**config.mk**
```make
export PLATFORM = sky130hd
export DESIGN_NAME = jellyvl_etherneco_packet_tx
export DESIGN_NICKNAME = d
export VERILOG_FILES = /design/src/rtl/jellyvl_etherneco_pkg.sv /design/src/rtl/jellyvl_etherneco_crc32.sv /design/src/rtl/jellyvl_etherneco_packet_tx.sv
export SDC_FILE = /design/constraint.sdc
export NUM_CORES = 1
export LEC_CHECK = 0
export ABC_AREA = 1
export ABC_CLOCK_PERIOD_IN_PS = 3400
export CAP_MARGIN = 30
export CORE_MARGIN = 10
export CORE_UTILIZATION = 63
export DETAILED_ROUTE_END_ITERATION = 10
export PLACE_DENSITY = 0.8
export SLEW_MARGIN = 5
export SYNTH_ARGS = -nofsm -noshare
export SYNTH_HDL_FRONTEND = slang
export SYNTH_HIERARCHICAL = 1
export SYNTH_SLANG_ARGS = --single-unit
```
**constraint.sdc**
```tcl
create_clock -name clk -period 3.4 [get_ports clk]
set_input_delay 0.51 -clock clk [delete_from_list [all_inputs] [get_ports clk]]
set_output_delay 0.51 -clock clk [all_outputs]
set_load 0.01 [all_outputs]
```
**src/rtl/jellyvl_etherneco_pkg.sv**
```systemverilog
// Shared constants, state type and CRC-32 helper for the etherneco TX framer.
package jellyvl_etherneco_pkg;

  localparam logic [7:0]  PREAMBLE_BYTE        = 8'h55;
  localparam logic [7:0]  SFD_BYTE             = 8'hD5;
  localparam logic [31:0] CRC32_POLY_REFLECTED = 32'hEDB88320;
  localparam logic [31:0] CRC32_INIT           = 32'hFFFFFFFF;

  typedef enum logic [2:0] {
    IDLE,
    PREAMBLE,
    SFD,
    PAYLOAD,
    FCS,
    IFG
  } tx_state_t;

  // Reflected CRC-32 advanced by one byte, LSB of the byte first.
  function automatic logic [31:0] crc32_update_byte(input logic [31:0] crc, input logic [7:0] data);
    logic [31:0] c;
    c = crc ^ {24'h000000, data};
    for (int i = 0; i < 8; i++) begin
      c = c[0] ? ((c >> 1) ^ CRC32_POLY_REFLECTED) : (c >> 1);
    end
    return c;
  endfunction

endpackage

```
**src/rtl/jellyvl_etherneco_crc32.sv**
```systemverilog
// Byte-wide registered reflected CRC-32 generator (running value, not inverted).
module jellyvl_etherneco_crc32
  import jellyvl_etherneco_pkg::*;
(
  input  logic        clk,
  input  logic        reset,
  input  logic        clear,
  input  logic [7:0]  data,
  input  logic        valid,
  output logic [31:0] crc
);

  logic [31:0] crc_q;
  logic [31:0] crc_d;

  // Clear has priority so a new frame always starts from the initial value.
  always_comb begin
    crc_d = crc_q;
    if (clear) begin
      crc_d = CRC32_INIT;
    end else if (valid) begin
      crc_d = crc32_update_byte(crc_q, data);
    end
  end

  // CRC state register.
  always_ff @(posedge clk or negedge reset) begin
    if (!reset) begin
      crc_q <= CRC32_INIT;
    end else begin
      crc_q <= crc_d;
    end
  end

  assign crc = crc_q;

endmodule

```
**src/rtl/jellyvl_etherneco_packet_tx.sv**
```systemverilog
// Etherneco ring-port TX framer: byte FIFO, preamble/SFD insertion, optional
// FCS and inter-frame gap. Define JELLYVL_ETHERNECO_PACKET_TX_FCS_EN to append
// the 4-byte FCS; without it m_tx_last marks the last payload byte.
module jellyvl_etherneco_packet_tx
  import jellyvl_etherneco_pkg::*;
#(
  parameter int FIFO_PTR_WIDTH = 6,
  parameter int PREAMBLE_LEN   = 7,
  parameter int IFG_CYCLES     = 12,
  parameter int IFG_WIDTH      = 8
) (
  input  logic       clk,
  input  logic       reset,

  input  logic       s_first,
  input  logic       s_last,
  input  logic [7:0] s_data,
  input  logic       s_valid,

  output logic       m_tx_first,
  output logic       m_tx_last,
  output logic [7:0] m_tx_data,
  output logic       m_tx_valid,
  input  logic       m_tx_ready,

  output logic       busy,
  output logic       overflow,
  output logic       underrun
);

  localparam int DEPTH = 1 << FIFO_PTR_WIDTH;
  localparam int PRE_W = $clog2(PREAMBLE_LEN + 1);
  localparam logic [FIFO_PTR_WIDTH:0] PTR_ONE = (FIFO_PTR_WIDTH + 1)'(1);

  // Frame start is inferred from the FIFO going non-empty, so s_first is not needed.
  logic unused_s_first;
  assign unused_s_first = s_first;

  // FIFO storage: {last, data}
  logic [8:0]              fifo_mem [0:DEPTH-1];
  logic [FIFO_PTR_WIDTH:0] wr_ptr_q, wr_ptr_d;
  logic [FIFO_PTR_WIDTH:0] rd_ptr_q, rd_ptr_d;
  logic                    fifo_empty, fifo_full, fifo_wr, fifo_pop;
  logic [8:0]              rd_entry;

  tx_state_t        state_q;
  logic [PRE_W-1:0] pre_cnt_q;
  logic [IFG_WIDTH-1:0] ifg_cnt_q;
  logic             m_tx_first_q, m_tx_last_q, m_tx_valid_q;
  logic [7:0]       m_tx_data_q;
  logic             overflow_q, underrun_q;
  logic             out_free;
  logic             sfd_load;

  assign fifo_empty = (wr_ptr_q == rd_ptr_q);
  assign fifo_full  = (wr_ptr_q[FIFO_PTR_WIDTH] != rd_ptr_q[FIFO_PTR_WIDTH]) &&
                      (wr_ptr_q[FIFO_PTR_WIDTH-1:0] == rd_ptr_q[FIFO_PTR_WIDTH-1:0]);
  // Full is judged on the current pointers, so a same-cycle pop cannot make room.
  assign fifo_wr    = s_valid && !fifo_full;
  assign rd_entry   = fifo_mem[rd_ptr_q[FIFO_PTR_WIDTH-1:0]];

  // Output slot can take a new byte when empty or being accepted this cycle.
  assign out_free   = !m_tx_valid_q || m_tx_ready;
  assign fifo_pop   = ((state_q == SFD) || (state_q == PAYLOAD)) && out_free && !fifo_empty;
  assign sfd_load   = (state_q == PREAMBLE) && out_free && (pre_cnt_q == PRE_W'(PREAMBLE_LEN));

  assign wr_ptr_d   = fifo_wr  ? (wr_ptr_q + PTR_ONE) : wr_ptr_q;
  assign rd_ptr_d   = fifo_pop ? (rd_ptr_q + PTR_ONE) : rd_ptr_q;

`ifdef JELLYVL_ETHERNECO_PACKET_TX_FCS_EN
  logic [31:0] crc_w;
  logic [31:0] fcs_w;
  logic [1:0]  fcs_cnt_q;

  jellyvl_etherneco_crc32 u_crc32 (
    .clk   (clk),
    .reset (reset),
    .clear (sfd_load),
    .data  (rd_entry[7:0]),
    .valid (fifo_pop),
    .crc   (crc_w)
  );

  assign fcs_w = ~crc_w;
`else
  logic unused_sfd_load;
  assign unused_sfd_load = sfd_load;
`endif

  // FIFO memory write; no reset so it maps onto RAM.
  always_ff @(posedge clk) begin
    if (fifo_wr) begin
      fifo_mem[wr_ptr_q[FIFO_PTR_WIDTH-1:0]] <= {s_last, s_data};
    end
  end

  // Write pointer and sticky overflow on a dropped input byte.
  always_ff @(posedge clk or negedge reset) begin
    if (!reset) begin
      wr_ptr_q   <= '0;
      overflow_q <= 1'b0;
    end else begin
      wr_ptr_q <= wr_ptr_d;
      if (s_valid && fifo_full) begin
        overflow_q <= 1'b1;
      end
    end
  end

  // Framing FSM with registered output byte; state names the byte currently presented.
  always_ff @(posedge clk or negedge reset) begin
    if (!reset) begin
      state_q      <= IDLE;
      rd_ptr_q     <= '0;
      pre_cnt_q    <= '0;
      ifg_cnt_q    <= '0;
      m_tx_first_q <= 1'b0;
      m_tx_last_q  <= 1'b0;
      m_tx_valid_q <= 1'b0;
      m_tx_data_q  <= 8'h00;
      underrun_q   <= 1'b0;
`ifdef JELLYVL_ETHERNECO_PACKET_TX_FCS_EN
      fcs_cnt_q    <= 2'd0;
`endif
    end else begin
      rd_ptr_q <= rd_ptr_d;
      case (state_q)
        IDLE: begin
          if (!fifo_empty) begin
            m_tx_valid_q <= 1'b1;
            m_tx_first_q <= 1'b1;
            m_tx_last_q  <= 1'b0;
            m_tx_data_q  <= PREAMBLE_BYTE;
            pre_cnt_q    <= PRE_W'(1);
            state_q      <= PREAMBLE;
          end
        end

        PREAMBLE: begin
          if (out_free) begin
            m_tx_valid_q <= 1'b1;
            m_tx_first_q <= 1'b0;
            if (sfd_load) begin
              m_tx_data_q <= SFD_BYTE;
              state_q     <= SFD;
            end else begin
              m_tx_data_q <= PREAMBLE_BYTE;
              pre_cnt_q   <= pre_cnt_q + PRE_W'(1);
            end
          end
        end

        SFD, PAYLOAD: begin
          if (out_free) begin
            m_tx_first_q <= 1'b0;
            if (fifo_pop) begin
              m_tx_valid_q <= 1'b1;
              m_tx_data_q  <= rd_entry[7:0];
              if (rd_entry[8]) begin
`ifdef JELLYVL_ETHERNECO_PACKET_TX_FCS_EN
                fcs_cnt_q <= 2'd0;
                state_q   <= FCS;
`else
                m_tx_last_q <= 1'b1;
                state_q     <= IFG;
`endif
              end else begin
                state_q <= PAYLOAD;
              end
            end else begin
              // Frame still open but nothing buffered: stall the output.
              m_tx_valid_q <= 1'b0;
              underrun_q   <= 1'b1;
              state_q      <= PAYLOAD;
            end
          end
        end

`ifdef JELLYVL_ETHERNECO_PACKET_TX_FCS_EN
        FCS: begin
          if (out_free) begin
            m_tx_valid_q <= 1'b1;
            m_tx_data_q  <= fcs_w[{fcs_cnt_q, 3'b000} +: 8];
            fcs_cnt_q    <= fcs_cnt_q + 2'd1;
            if (fcs_cnt_q == 2'd3) begin
              m_tx_last_q <= 1'b1;
              state_q     <= IFG;
            end
          end
        end
`endif

        IFG: begin
          if (m_tx_valid_q) begin
            // Wait for the final byte to be taken before the gap starts.
            if (m_tx_ready) begin
              m_tx_valid_q <= 1'b0;
              m_tx_last_q  <= 1'b0;
              if (IFG_CYCLES <= 1) begin
                state_q <= IDLE;
              end else begin
                ifg_cnt_q <= IFG_WIDTH'(1);
              end
            end
          end else if (ifg_cnt_q >= IFG_WIDTH'(IFG_CYCLES - 1)) begin
            // IDLE spends one more idle clock before presenting the preamble.
            state_q <= IDLE;
          end else begin
            ifg_cnt_q <= ifg_cnt_q + IFG_WIDTH'(1);
          end
        end

        default: begin
          state_q <= IDLE;
        end
      endcase
    end
  end

  assign m_tx_first = m_tx_first_q;
  assign m_tx_last  = m_tx_last_q;
  assign m_tx_data  = m_tx_data_q;
  assign m_tx_valid = m_tx_valid_q;
  assign busy       = (state_q != IDLE);
  assign overflow   = overflow_q;
  assign underrun   = underrun_q;

endmodule
```
# [Word level (Yosys, flattened, before mapping)]
# Memory sizes are Yosys's and may differ from the RTL's.
# Index checks and enable logic that the tools add are counted.
[word_totals] register_bits=41 ramBits=576 inputBits=14 memories=1
[op_classes] addsub=4 magnitude_cmp=1 n_eq_ne=22 muxes=39 bitwise_logic=1 n_reduce_logical=29
[mem_list] name="fifo_mem" depth=64 width=9 rd=1 rd_ports_with_merged_regs=0 wr=1 line_no="jellyvl_etherneco_packet_tx.sv:40" text="logic [8:0] fifo_mem [0:DEPTH-1];"
[op_table] cell="$mux 8" n=8
[op_table] cell="$mux 3" n=10
[op_table] cell="$ne 2x2->1 const B" n=13
[op_table] cell="$pmux 8 s3" n=1
[op_table] cell="$mux 1" n=15
[op_table] cell="$add 7x1->7 const B" n=2
[op_table] cell="$pmux 3 s4" n=1
[op_table] cell="$reduce_and 3->1" n=3
[op_table] cell="$reduce_bool 3->1" n=3
[op_table] cell="$add 8x1->8 const B" n=1
[op_table] cell="$ge 8x4->1 const B" n=1
[op_table] cell="$reduce_and 4->1" n=2
[op_table] cell="$eq 7x7->1" n=1
[op_table] cell="$logic_and 1x1->1" n=7
[op_table] cell="$reduce_and 7->1" n=1
[op_table] cell="$eq 3x2->1 const B" n=2
[op_table] cell="$eq 3x3->1 const B" n=2
[op_table] cell="$eq 6x6->1" n=1
[op_table] cell="$pmux 3 s2" n=1
[op_table] cell="$reduce_and 6->1" n=1
[op_table] cell="$reduce_and 5->1" n=1
[op_table] cell="$pmux 1 s4" n=1
[op_table] cell="$reduce_bool 2->1" n=2
[op_table] cell="$reduce_bool 4->1" n=1
[op_table] cell="12 further kinds" n=15

# [Depth between registers and ports, before layout]
[depth] depth_word=7 depth_mapped=19

# [Worst setup path after synthesis]
# Ideal clock, no wire load.
[synth_path] path_type="register to register" from="reg wr_ptr_q[2]" to="mem fifo_mem[7][0] (enable)" setup_ns=0.399 t_arrival_ns=2.137 required_ns=3.001 path_slack_ns=0.864 stages_incl_launch_ff=11 path_buffers=1 path_cell_list="dfrtp_1 buf_4 inv_1 nand2_1 nand4_1 nor2_1 nand2_2 inv_2 nand2_2 nand2_4 nor4_1"
[synth_between] elab_chain_len=6
[synth_rtl] element="start: declaration" line_no="jellyvl_etherneco_packet_tx.sv:41" text="logic [FIFO_PTR_WIDTH:0] wr_ptr_q, wr_ptr_d;"
[synth_rtl] element="start signal: assignment" line_no="jellyvl_etherneco_packet_tx.sv:103" text="wr_ptr_q <= wr_ptr_d;"
[synth_rtl] element="$eq 6x6->1" line_no="jellyvl_etherneco_packet_tx.sv:57" text="(wr_ptr_q[FIFO_PTR_WIDTH-1:0] == rd_ptr_q[FIFO_PTR_WIDTH-1:0]);"
[synth_rtl] element="$logic_and 1x1->1" line_no="jellyvl_etherneco_packet_tx.sv:56" text="assign fifo_full = (wr_ptr_q[FIFO_PTR_WIDTH] != rd_ptr_q[FIFO_PTR_WIDTH]) &&"
[synth_rtl] element="$logic_not 1->1" line_no="jellyvl_etherneco_packet_tx.sv:59" text="assign fifo_wr = s_valid && !fifo_full;"
[synth_rtl] element="$logic_and 1x1->1" line_no="jellyvl_etherneco_packet_tx.sv:59"
[synth_rtl] element="$mux 1" line_no="jellyvl_etherneco_packet_tx.sv:92" text="if (fifo_wr) begin"
[synth_rtl] element="$mux 1 (not written as such)" line_no="jellyvl_etherneco_packet_tx.sv:93" text="fifo_mem[wr_ptr_q[FIFO_PTR_WIDTH-1:0]] <= {s_last, s_data};"
[synth_rtl] element="end: declaration" line_no="jellyvl_etherneco_packet_tx.sv:40"
# Parallel ways exist; a longest one is shown, timed or not.

# [Worst setup path in the final report]
[layout_path] from="reg wr_ptr_q[1]" to="mem fifo_mem[26][5] (enable)"
# Same word-level chain as after synthesis.

==> metrics list <==
* Kind of end point of the critical path: flop
* Maximum number of pins on one net before global-route repair: 192
- Shortest period the worst path allows: 3.09 ns
- Max-cap violations in this run came to 0.
- When the netlist entered floorplanning its net count stood at 2140.
* Cell area after technology mapping: 25300 µm²
* Clock share of power: 27.4%
- Width of the chip: 220 µm
- Timing would allow up to 0.324 GHz.
* Fraction of layout instances using a drive strength above 1: 10.1%
* Global route hottest layer: met2
* First-pass iteration count of the detailed router: 8
* Gp weighted congestion: 0.978
* Max H-tree Level: 2
- Worst hold path class: in -> reg
- Via count of the first global-routing pass: 16500
- Of all cell types, the one taking the most synthesized area is sky130_fd_sc_hd__edfxtp_1.
* Part of the Yosys area used for sequential elements: 72.4%
- GRT met2 Usage: 40.6%
- Clock-pin slew reported for the worst setup and hold paths after clock tree synthesis: 0.06 ns
- Initial antenna violation count: 0
- In the synthesized netlist the async set-or-reset flop fraction comes to 6.65%.
- Hold repair after CTS inserted 0 buffers.
- Net switching is 37.4% of the power.
- STA classifies the critical path startpoint as a flop.
- Class of the most critical setup path: reg -> reg
- Dividing the final minimum period by the clock period gives 90.8%.
* Synth Flop Type: sky130_fd_sc_hd__edfxtp_1
- For this design the ratio of total power to cell area is 826 nW/µm².
- After legalization and detailed placement, the total HPWL measured 35700 µm.
- Maximum net fanout on the critical path: 12
- Gates resized during post-CTS repair numbered 0.
- Number of different library cells in the post-synthesis netlist: 43
- Pin placement for this block handled 28 I/O pins.
- In this run the critical register-to-register path is launched from wr_ptr_q[1].
- Summed over all nets, the switching power comes to 8760 µW.
- In this run the mean area of a mapped cell was 11.9 µm².
* Final layout net count: 2205
- Launching instance or port of the critical path: wr_ptr_q[1]
- Worst supply voltage drop on vdd: 1.10 mV
- The core region is 39700 µm².
- DRC errors left: 0
- Clk Tree Root Cell: sky130_fd_sc_hd__clkbuf_16
* Site row count: 73
- CTS saw 617 sinks.
- For the worst setup path, the data arrival time is 3.41 ns.
* Number of buffers added by the clock tree synthesis step: 59
* Final ANT Viol Nets: 0
* Starting utilization of the core area: 63.7%
- Data on the critical path is required at its endpoint by 3.72 ns.
- Total congestion overflow after global routing: 0
* Yosys top cell area share: 68.4%
- In this run, synthesis inferred 576 flip-flops with an integrated enable.
- Final number of setup-violating endpoints: 0
- Of the total power, combinational logic draws 34.0%.
- Biggest area contributors in the synthesized netlist: sky130_fd_sc_hd__edfxtp_1, sky130_fd_sc_hd__nor2_1, sky130_fd_sc_hd__o21ai_0, sky130_fd_sc_hd__nand2_1, sky130_fd_sc_hd__dfrtp_1
- Origin of the worst min-delay path: s_data[4]
- Relative to the synthesized area, the layout overhead comes to 12.2%.
* Global routing met3 resource utilization: 4.62%
- Global-route track usage on met1: 33.6%
- The first routing iteration left 2474 violations.
- The analysis attributes to cell leakage a power of 0.0100 µW.
* Cell count after synthesis: 2121
* Total Routed Length: 61400 µm
* Worst slew margin relative to its limit: 37.4%
- Final TNS setup: 0 ns
* Setup clock skew after layout: 0.0136 ns
* Wire length of the first global-routing pass: 93700 µm
* Max Transition Viols Final: 0
* Internal cell power: 14700 µW
- YS warnings: 6
- The count of buffers added on input and output ports is 26.
- In the global route stage, overall resource usage came out at 25.4%.
- RSZ-0062 raised after global routing: no
- The count of cells in the finished layout, fillers not included, comes to 2762.
- After synthesis the netlist holds a flip-flop and latch count of 617.
- Proportion of power drawn by flip-flops and latches: 38.6%
* Clock Tree Buf Depth: 3
* Die height: 220 µm
* TritonCTS clock tree: built
- Once placement completed, the tool counted placed cells totaling 2647.
* Floorplan die area: 48600 µm²
* Hold Vio Cnt, Final: 0
- The clock reaches the later pin of the worst-skew pair after 0.62 ns.
- Outcome: complete, no violations
- Final routed wire length divided by cell count: 22.2 µm
- Slew at the pin with the worst max-slew slack: 0.939 ns
- Setup fix buffers added after clock tree synthesis: 0
- Vias per inst: 6.15
* Vias post-DR: 17000
[flip-flops by register name (all words and copies together), names as in the netlist]
register / flops
m_tx_data: 8
m_tx_valid: 1
pre_cnt_q: 3
m_tx_last: 1
rd_ptr_q: 7
overflow: 1
underrun: 1
state_q: 3
m_tx_first: 1
wr_ptr_q: 7
fifo_mem: 576
ifg_cnt_q: 8
[synthesized netlist by cell type, types with 17 or more instances]
library cell and count:
sky130_fd_sc_hd__edfxtp_1 576, sky130_fd_sc_hd__nor2_1 443, sky130_fd_sc_hd__nand2_1 294, sky130_fd_sc_hd__o21ai_0 271
sky130_fd_sc_hd__nand3_1 113, sky130_fd_sc_hd__inv_1 73, sky130_fd_sc_hd__buf_2 54, sky130_fd_sc_hd__clkbuf_1 50
sky130_fd_sc_hd__o211ai_1 50, sky130_fd_sc_hd__o22ai_1 50, sky130_fd_sc_hd__dfrtp_1 41, sky130_fd_sc_hd__a21oi_1 17
[worst max-delay path, cell delays in order (launching register included)]
cell	delay (ns)
sky130_fd_sc_hd__dfrtp_1	0.51
sky130_fd_sc_hd__inv_2	0.25
sky130_fd_sc_hd__nand2_1	0.08
sky130_fd_sc_hd__nand4_1	0.10
sky130_fd_sc_hd__nor2_1	0.05
sky130_fd_sc_hd__nand2_2	0.11
sky130_fd_sc_hd__inv_2	0.05
sky130_fd_sc_hd__nand2_2	0.07
sky130_fd_sc_hd__nand2_4	0.09
sky130_fd_sc_hd__inv_4	0.22
sky130_fd_sc_hd__nand4_1	0.55
sky130_fd_sc_hd__buf_4	0.37
sky130_fd_sc_hd__nor2_1	0.13
sky130_fd_sc_hd__buf_4	0.22
[final cells by class]
type / count / area, µm²
multi-input combinational: 1304 / 6100
inverter: 80 / 312
clock inverter: 40 / 379
fill: 2527 / 11400
clock buffer: 71 / 1520
sequential: 617 / 18300
timing repair buffer: 124 / 1060
antenna: 1 / 2.50
tap: 525 / 657
[stage by stage]
step	utilization, %	power (µW)	hold WS (ns)	cell area, µm²	setup WS (ns)
after floorplan	-	14200	0.214	25300	0.864
after global placement	66.4	16600	0.451	26400	0.440
after detailed placement	66.5	16900	0.465	26400	0.382
after CTS	71.3	23300	0.0615	28300	0.370
after global routing	71.4	24500	0.170	28400	0.253
final	71.4	23400	0.188	28400	0.313
[layout by cell type, fill, tap and decap left out, types with 2 or more instances in the layout]
cell type and count:
sky130_fd_sc_hd__a21oi_1 17, sky130_fd_sc_hd__a22oi_1 2, sky130_fd_sc_hd__buf_12 9, sky130_fd_sc_hd__buf_2 10, sky130_fd_sc_hd__buf_4 88, sky130_fd_sc_hd__bufinv_16 7
sky130_fd_sc_hd__clkbuf_1 12, sky130_fd_sc_hd__clkbuf_16 59, sky130_fd_sc_hd__clkdlybuf4s50_1 16, sky130_fd_sc_hd__clkinv_1 15, sky130_fd_sc_hd__clkinv_2 13, sky130_fd_sc_hd__clkinvlp_4 4
sky130_fd_sc_hd__dfrtp_1 39, sky130_fd_sc_hd__dfrtp_4 2, sky130_fd_sc_hd__edfxtp_1 576, sky130_fd_sc_hd__ha_1 5, sky130_fd_sc_hd__inv_1 72, sky130_fd_sc_hd__inv_2 3
sky130_fd_sc_hd__inv_4 2, sky130_fd_sc_hd__inv_6 4, sky130_fd_sc_hd__mux2i_1 2, sky130_fd_sc_hd__nand2_1 294, sky130_fd_sc_hd__nand2_2 4, sky130_fd_sc_hd__nand3_1 113
sky130_fd_sc_hd__nand3_2 2, sky130_fd_sc_hd__nand4_1 8, sky130_fd_sc_hd__nand4_4 6, sky130_fd_sc_hd__nor2_1 443, sky130_fd_sc_hd__nor2_2 3, sky130_fd_sc_hd__nor3_1 3
sky130_fd_sc_hd__o211ai_1 50, sky130_fd_sc_hd__o21ai_0 271, sky130_fd_sc_hd__o221ai_1 4, sky130_fd_sc_hd__o22ai_1 50, sky130_fd_sc_hd__or2_2 3, sky130_fd_sc_hd__xor2_1 12
[logic make-up (layout without fill, tap and decap cells)]
logic type | Yosys count | count (layout) | share of synthesized area (%)
buffers and inverters | 200 | 315 | 3.45
multiplexers | 2 | 2 | 0.0792
AO/OA/AOI/OAI | 400 | 400 | 8.81
other | 0 | 1 | 0
adder cells (fa/ha/maj) | 5 | 5 | 0.247
flip-flops | 617 | 617 | 72.4
XOR/XNOR | 14 | 14 | 0.515
AND/OR/NAND/NOR | 883 | 883 | 14.4
[layer usage]
| layer | wire length, µm | vias to the layer above |
|---|---|---|
| met4 | 2520 | 0 |
| li1 | - | 7629 |
| met3 | 6180 | 153 |
| met2 | 29500 | 964 |
| met1 | 23200 | 8236 |
| met5 | 0 | - |
[worst paths after layout]
kind	end	slack [ns]	cells after the start
max	fifo_mem[26][5]	0.31	13
min	fifo_mem[38][4]	0.19	1
max reg2reg	fifo_mem[26][5]	0.31	13
min reg2reg	ifg_cnt_q[6]	0.47	2
max in group asynchronous	rd_ptr_q[1]	2.72	3
min in group asynchronous	m_tx_data[4]	0.24	2
[power groups by stage]
stage          clock network [µW]  registers (µW)  logic (µW)
2_1_floorplan                   0            9090        5150
3_3_place_gp                    0            9160        7450
3_5_place_dp                    0            9190        7680
4_1_cts                      6470            9040        7780
5_1_grt                      6790            9080        8600
6_report                     6430            9050        7960
No activity file was read; power rests on OpenSTA's default activity.
